`src/rtl/multicycle_core_ctrl.sv`:
```
// Multi-cycle RV32I sequencer: fetch over req/gnt/rvalid, decode OP/OP-IMM, drive one datapath
// phase per state, and trap on illegal instructions or fetch timeouts.
module multicycle_core_ctrl #(
    parameter logic [31:0] RESET_PC     = 32'h0000_0000,
    parameter int          IMEM_TIMEOUT = 16
) (
    input  logic        clk,
    input  logic        rst_n,
    output logic        imem_req,
    output logic [31:0] imem_addr,
    input  logic        imem_gnt,
    input  logic        imem_rvalid,
    input  logic [31:0] imem_rdata,
    input  logic        resume,
    output logic [31:0] instr_q,
    output logic [31:0] pc,
    output logic        reg_write_en,
    output logic [3:0]  alu_ctrl,
    output logic        imm_en,
    output logic        retire,
    output logic        trap,
    output logic [1:0]  trap_cause
);

    typedef enum logic [2:0] {
        S_FETCH, S_WAIT, S_DECODE, S_EXECUTE, S_WRITEBACK, S_TRAP
    } state_t;

    localparam logic [6:0] OPC_OP     = 7'b0110011;
    localparam logic [6:0] OPC_OP_IMM = 7'b0010011;
    localparam logic [6:0] F7_BASE    = 7'b0000000;
    localparam logic [6:0] F7_ALT     = 7'b0100000;
    localparam logic [1:0] CAUSE_NONE    = 2'b00;
    localparam logic [1:0] CAUSE_ILLEGAL = 2'b01;
    localparam logic [1:0] CAUSE_TIMEOUT = 2'b10;

    localparam int              CNT_W    = $clog2(IMEM_TIMEOUT + 1);
    localparam logic [CNT_W-1:0] CNT_LAST = CNT_W'(IMEM_TIMEOUT - 1);

    state_t           state_q, state_d;
    logic [CNT_W-1:0] wait_cnt_q;
    logic [3:0]       alu_ctrl_q;
    logic             imm_en_q;

    logic [6:0] opcode;
    logic [2:0] funct3;
    logic [6:0] funct7;
    logic       dec_legal;
    logic [3:0] dec_alu;
    logic       dec_imm;
    logic       wait_expired;

    assign opcode    = instr_q[6:0];
    assign funct3    = instr_q[14:12];
    assign funct7    = instr_q[31:25];
    assign imem_addr = pc;

    assign wait_expired = (state_q == S_WAIT) && !imem_rvalid && (wait_cnt_q == CNT_LAST);

    // For OP-IMM, instr[30] is an immediate bit; it only selects SRA for the shift-right form.
    always_comb begin
        // NOTE: every combinational output gets a default first, so no path can infer a latch.
        dec_legal = 1'b0;
        dec_alu   = 4'b0000;
        dec_imm   = 1'b0;
        unique case (opcode)
            OPC_OP: begin
                dec_alu   = {instr_q[30], funct3};
                dec_legal = (funct7 == F7_BASE) ||
                            ((funct7 == F7_ALT) && (funct3 == 3'b000 || funct3 == 3'b101));
            end
            OPC_OP_IMM: begin
                dec_imm = 1'b1;
                dec_alu = {1'b0, funct3};
                if (funct3 == 3'b001) begin
                    dec_legal = (funct7 == F7_BASE);
                end else if (funct3 == 3'b101) begin
                    dec_alu   = {instr_q[30], funct3};
                    dec_legal = (funct7 == F7_BASE) || (funct7 == F7_ALT);
                end else begin
                    dec_legal = 1'b1;
                end
            end
            default: dec_legal = 1'b0;
        endcase
    end

    always_comb begin
        state_d      = state_q;
        imem_req     = 1'b0;
        reg_write_en = 1'b0;
        retire       = 1'b0;
        alu_ctrl     = 4'b0000;
        imm_en       = 1'b0;
        trap         = 1'b0;
        unique case (state_q)
            S_FETCH: begin
                imem_req = 1'b1;
                if (imem_gnt) state_d = S_WAIT;
            end
            S_WAIT: begin
                if (imem_rvalid)       state_d = S_DECODE;
                else if (wait_expired) state_d = S_TRAP;
            end
            S_DECODE: begin
                if (dec_legal) begin
                    alu_ctrl = dec_alu;
                    imm_en   = dec_imm;
                    state_d  = S_EXECUTE;
                end else begin
                    state_d  = S_TRAP;
                end
            end
            S_EXECUTE: begin
                alu_ctrl = alu_ctrl_q;
                imm_en   = imm_en_q;
                state_d  = S_WRITEBACK;
            end
            S_WRITEBACK: begin
                alu_ctrl     = alu_ctrl_q;
                imm_en       = imm_en_q;
                reg_write_en = 1'b1;
                retire       = 1'b1;
                state_d      = S_FETCH;
            end
            S_TRAP: begin
                trap = 1'b1;
                if (resume) state_d = S_FETCH;
            end
            default: state_d = S_FETCH;
        endcase
    end

    // NOTE: state registers use non-blocking assignments so every flop samples pre-edge values.
    always_ff @(posedge clk or negedge rst_n) begin
        if (!rst_n) begin
            state_q    <= S_FETCH;
            pc         <= RESET_PC;
            instr_q    <= 32'h0000_0000;
            wait_cnt_q <= '0;
            alu_ctrl_q <= 4'b0000;
            imm_en_q   <= 1'b0;
            trap_cause <= CAUSE_NONE;
        end else begin
            state_q <= state_d;
            unique case (state_q)
                S_FETCH: begin
                    if (imem_gnt) wait_cnt_q <= '0;
                end
                S_WAIT: begin
                    if (imem_rvalid) begin
                        instr_q <= imem_rdata;
                    end else begin
                        wait_cnt_q <= wait_cnt_q + 1'b1;
                        if (wait_expired) trap_cause <= CAUSE_TIMEOUT;
                    end
                end
                S_DECODE: begin
                    if (dec_legal) begin
                        alu_ctrl_q <= dec_alu;
                        imm_en_q   <= dec_imm;
                    end else begin
                        trap_cause <= CAUSE_ILLEGAL;
                    end
                end
                S_WRITEBACK: begin
                    pc         <= pc + 32'd4;
                    alu_ctrl_q <= 4'b0000;
                    imm_en_q   <= 1'b0;
                end
                S_TRAP: begin
                    if (resume) begin
                        pc         <= pc + 32'd4;
                        trap_cause <= CAUSE_NONE;
                    end
                end
                default: ;
            endcase
        end
    end

endmodule

```
`config.mk`:
```
export PLATFORM = sky130hd
export DESIGN_NAME = multicycle_core_ctrl
export DESIGN_NICKNAME = d
export VERILOG_FILES = /design/src/rtl/multicycle_core_ctrl.sv
export SDC_FILE = /design/constraint.sdc
export NUM_CORES = 1
export LEC_CHECK = 0
export ABC_AREA = 1
export CORE_MARGIN = 2
export CORE_UTILIZATION = 42
export DETAILED_ROUTE_END_ITERATION = 7
export GPL_TIMING_DRIVEN = 0
export PLACE_DENSITY_LB_ADDON = 0.25
export SLEW_MARGIN = 0
export SYNTH_ARGS = -nofsm -noshare
export SYNTH_HDL_FRONTEND = slang
export SYNTH_SLANG_ARGS = --single-unit
```
`constraint.sdc`:
```
create_clock -name clk -period 1.3 [get_ports clk]
set_input_delay 0.26 -clock clk [delete_from_list [all_inputs] [get_ports clk]]
set_output_delay 0.26 -clock clk [all_outputs]
set_load 0.005 [all_outputs]
```
**After elaboration in Yosys (flattened, before gate mapping)**

Index checks and enable logic that the tools add are counted.

- $add $sub $neg: 2
- Multipliers: 0
- Div/mod/pow operators: 0
- Magnitude comparators: 0
- Equal/unequal tests: 18
- Shift-type cells: 0
- Muxes and demuxes: 34
- Bitwise logic cells: 0
- Reduce and logical (&&, ||, !) cells: 21

Operators by type and width:

| kind | number |
|---|---|
| $pmux 32 s2 | 1 |
| $add 32x3->32 const B | 1 |
| $mux 32 | 1 |
| $pmux 4 s2 | 3 |
| $mux 4 | 4 |
| $mux 3 | 5 |
| $pmux 3 s5 | 1 |
| $eq 7x6->1 const B | 2 |
| $ne 2x2->1 const B | 6 |
| $mux 5 | 2 |
| $pmux 5 s2 | 1 |
| $eq 3x3->1 const B | 3 |
| $mux 1 | 8 |
| $mux 2 | 4 |
| $eq 7x5->1 const B | 1 |
| $logic_not 7->1 | 1 |
| $eq 3x1->1 const B | 2 |
| $eq 3x2->1 const B | 2 |
| $logic_not 3->1 | 2 |
| $pmux 1 s2 | 3 |
| $pmux 2 s3 | 1 |
| $reduce_and 2->1 | 3 |
| $reduce_and 3->1 | 2 |
| $reduce_bool 2->1 | 3 |
| 9 further kinds | 13 |

- Register bits: 79
- Bits in latches: 0
- Bits in writable memories: 0
- Bits in read-only memories: 0
- Input bits: 37
- Output and inout port bits: 107
- Word-level logic and storage cells: 82
- Memories: 0

**Longest topological paths before layout**

- Word-level depth: 7
- Mapped depth: 11
- Mapped depth without buffers: 11

**Least setup slack after synthesis**

No wires, ideal clock.

- Path type: reg-to-output
- Start: register state_q[1]
- End: output alu_ctrl[0]
- Data arrival time: 1261 ps
- Required time: 1040 ps
- Slack: -221 ps
- Stages on the path, launching flop included: 6
- Path buffers: 0
- Cells stage by stage: dfrtp_1 inv_1 nand2_2 nor2_1 nor2_1 o22ai_1

- Cells in the longest elaborated chain, start to end: 3
- Elaborated cells between the ends (all ways): 5
- Classes of those cells: eq/ne (3); mux (1); reduce/logical (1)

Ends and longest elaborated chain:

| element | RTL line | source |
|---|---|---|
| start, declared | 40 | `state_t state_q, state_d;` |
| start signal, assigned | 145 | `state_q <= state_d;` |
| $eq 3x3->1 / $eq 3x2->1 (equally long branches) | 96 | `unique case (state_q)` |
| $reduce_or 2->1 (no source line) | -- |  |
| $pmux 4 s2 (*) | 96 |  |
| end, declared | 18 | `output logic [3:0] alu_ctrl,` |

Every way passes the cells marked *; elsewhere a longest branch is shown, timed or not.

**Worst setup path after layout**

- Start: register instr_q[27]
- End: output alu_ctrl[1]

- Cells in the longest elaborated chain, start to end: 7
- Elaborated cells between the ends (all ways): 10
- Classes of those cells: eq/ne (1); mux (5); reduce/logical (4)

Ends and longest elaborated chain:

| element | RTL line | source |
|---|---|---|
| start, declared | 15 | `output logic [31:0] instr_q,` |
| start signal, assigned | 152 | `instr_q <= imem_rdata;` |
| $eq 7x6->1 / $logic_not 7->1 (equally long branches) | -- |  |
| $logic_or 1x1->1 | 79 | `dec_legal = (funct7 == F7_BASE) \|\| (funct7 == F7_ALT);` |
| $mux 1 | 77 | `end else if (funct3 == 3'b101) begin` |
| $mux 1 | 75 | `if (funct3 == 3'b001) begin` |
| $pmux 1 s2 (*) | 66 | `unique case (opcode)` |
| $mux 4 (*) | 106 | `if (dec_legal) begin` |
| $pmux 4 s2 (*) | 96 |  |

Marks and branches as above.

==> impl_metrics.tcl <==
set metrics [dict create \
    clockBufferDepth 2 \
    globalRouteOverflowTotal 0 \
    cts_sinks 77 \
    yosysTopAreaCell "dfrtp_1" \
    fmaxAchievable_mhz 436 \
    via_per_inst 5.22 \
    worstSetupStartpoint "instr_q[27]$_DFFE_PN0P_" \
    antenna_found_initial 0 \
    synthTopCellsByArea "dfrtp_1, mux2_4, nand2_1, buf_4, inv_1" \
    dp_cells 740 \
    routedWlPerCell_um 20.0 \
    synth_common_cells "nand2_1, dfrtp_1, inv_1" \
    rows 36 \
    r2r_slack_ps -610 \
    vias 4827 \
    yosysSeqAreaShare 0.456 \
    drc 0 \
    r2r_cells 9 \
    clkTransAtPathRegs_ps 90 \
    rsz0062_at_grt "true" \
    start_util 0.433 \
    maxCapViolations 0 \
    power_uw 14200 \
    avgSynthCellArea_um2 9.11 \
    io_buffers 139 \
    yosys.cell_count.top_type "nand2_1" \
    die_area_mm2 0.0109 \
    netlist_area_mm2 0.00423 \
    fp.dieH_um 104 \
    cts_root_buffer "clkbuf_8" \
    fin_crit_sh 1.76 \
    slew_viol_final 0 \
    h-tree-depth 3 \
    gp_congestion 0.822 \
    yosysWarnings 0 \
    end_kind "output port" \
    hpwlAfterDp_um 7830 \
    power_density_mw_per_mm2 1700 \
    grt_first_pass_wirelength_um 23300 \
    initialDrtViolationCount 347 \
    startpoint_type "flop" \
    clock_skew_ps 15.5 \
    synth_edf_count 0 \
    ys.flop_type "dfrtp_1" \
    core_mm2 0.00977 \
    synth_cell_type_count 34 \
    ir_drop_uv 1390 \
    insertedDiodeCount 0 \
    r2r-end "trap_cause[0]$_DFFE_PN0P_" \
    grt_max_degree 41 \
    finalSetupViolations 119 \
    arrival_ps 2030 \
    violations "setup timing" \
    status "finished with violations" \
    final_cell_count_no_fill 925 \
    rr_startpoint "wait_cnt_q[0]$_DFFE_PN0P_" \
    endpoint "alu_ctrl[1]" \
    ys_ff_latch 77 \
    wirelength_um 18500 \
    synthArstFlopShare 1.00 \
    area_growth_pct 97.5 \
    drtPass1Iterations 5 \
    track_usage 0.264 \
    p_leak_uw 0.00430 \
    netlist_instances 464 \
    max_slew_margin 0.647 \
    hold_class "primary input to asynchronous set/reset pin" \
    path_max_fanout 5 \
    path_class "flop to output port" \
    dp_slack_ps -851 \
    grt_pass1_vias 4821 \
    yosysTopAreaCellShare 0.456 \
    cts_tree "yes" \
    die_x_um 104 \
    cts_buffers 9 \
    worstMarginPinSlew_ps 529 \
    nNetsFinal 827 \
    drive_above_1_share 0.604 \
    ant_nets 0 \
    setup_ws_ps -993 \
    clk_latency_ps 380 \
    hold_violations 0 \
    min_period_ps 2290 \
    required_ps 1040 \
    ios 144 \
]
[sequential cells by signal, summed over array words and instances (netlist names)]
register / cells
trap_cause: 2
instr_q: 32
state_q: 3
imem_addr: 30
imm_en_q: 1
alu_ctrl_q: 4
wait_cnt_q: 5
[cell usage in the layout, fill, tap and decap left out, drive strengths merged, types with 2 or more instances in the layout]
master         Yosys  layout
clkinvlp           0       2
a21oi             12      12
nand2             99     100
nor2              58      58
xnor2              8       8
ha                 3       3
clkinv             0       3
nand4              7       7
dlygate4sd2        0       3
o22ai              6       6
buf               39     275
clkdlybuf4s50      0      35
dfrtp             77      77
inv               57      57
nor3              15      15
conb               1       4
mux2              26      26
clkbuf             1      18
o21ai             12      12
xor2              17      17
nand3             22      22
clkdlybuf4s15      0      26
[metrics by stage]
stage          utilization  area, um^2  hold WS (ps)  TNS [ps]
2_1_floorplan            -        4370         -35.6     -1060
3_3_place_gp         0.606        5930           469   -237110
3_5_place_dp         0.608        5940           268    -29140
4_1_cts              0.769        7510           422    -26710
5_1_grt              0.855        8350           427    -43250
6_report             0.855        8350           401    -39050
[critical path, stage by stage, from the launching register on]
cell and delay [ps]:
dfrtp_1 400, nor2_1 200, nand2_2 140, nor2_4 180, inv_1 80, nand2_1 100
nand2_2 80, nand2_4 120, nand2_8 80, o22ai_4 160, buf_2 140
[power by group]
group	leakage [uW]	switching, uW	total (uW)	internal, uW
combinational	0.00327	3500	8380	4870
clock	0.0000923	1070	1950	887
sequential	0.000937	738	3890	3150
[how the worst min path moves through the flow]
stage	to	slack [ps]	cells after the start
6_report	instr_q[20]$_DFFE_PN0P_	400	2
2_1_floorplan	alu_ctrl_q[0]$_DFFE_PN0P_	-40	0
5_1_grt	instr_q[20]$_DFFE_PN0P_	430	2
4_1_cts	instr_q[20]$_DFFE_PN0P_	420	2
3_5_place_dp	instr_q[20]$_DFFE_PN0P_	270	1
3_3_place_gp	trap_cause[0]$_DFFE_PN0P_	470	2
[metal layers]
| layer | global-route usage | vias to the layer above | part of all wire |
|---|---|---|---|
| met5 | 0 | - | 0 |
| met4 | 0.100 | 0 | 0.060 |
| met3 | 0.0608 | 103 | 0.073 |
| met2 | 0.480 | 319 | 0.52 |
| met1 | 0.299 | 2328 | 0.35 |
| li1 | - | 2077 | - |
[repair_timing]
action,in CTS,in global routing
pin swaps,52,59
gates resized for setup,457,211
cloned,5,0
endpoints found under the hold margin,37,0
hold buffers,1,0
setup endpoints to repair,174,166
setup buffers,144,55
[cell families (layout without fill, tap and decap cells)]
| kind of cell | after synthesis | in the layout | share of synthesized area |
|---|---|---|---|
| adders and majority gates | 3 | 3 | 0.00888 |
| DFF | 77 | 77 | 0.456 |
| other | 1 | 4 | 0.000887 |
| xor gates and xnor gates | 25 | 25 | 0.0518 |
| and+or+nand+nor | 204 | 205 | 0.226 |
| muxes | 26 | 26 | 0.0923 |
| AOI/OAI and AO/OA | 31 | 31 | 0.0417 |
| buffers and inverters | 97 | 421 | 0.123 |
[cell type report]
type                            instances  area, um^2
Timing Repair Buffer                  322        3130
Tap cell                              133         166
Multi-Input combinational cell        294        2410
Sequential cell                        77        1950
Clock inverter                          6        63.8
Fill cell                             463        1420
Buffer                                 26         273
Inverter                               57         231
Clock buffer                           10         128
No activity file was read; power rests on OpenSTA's default activity.
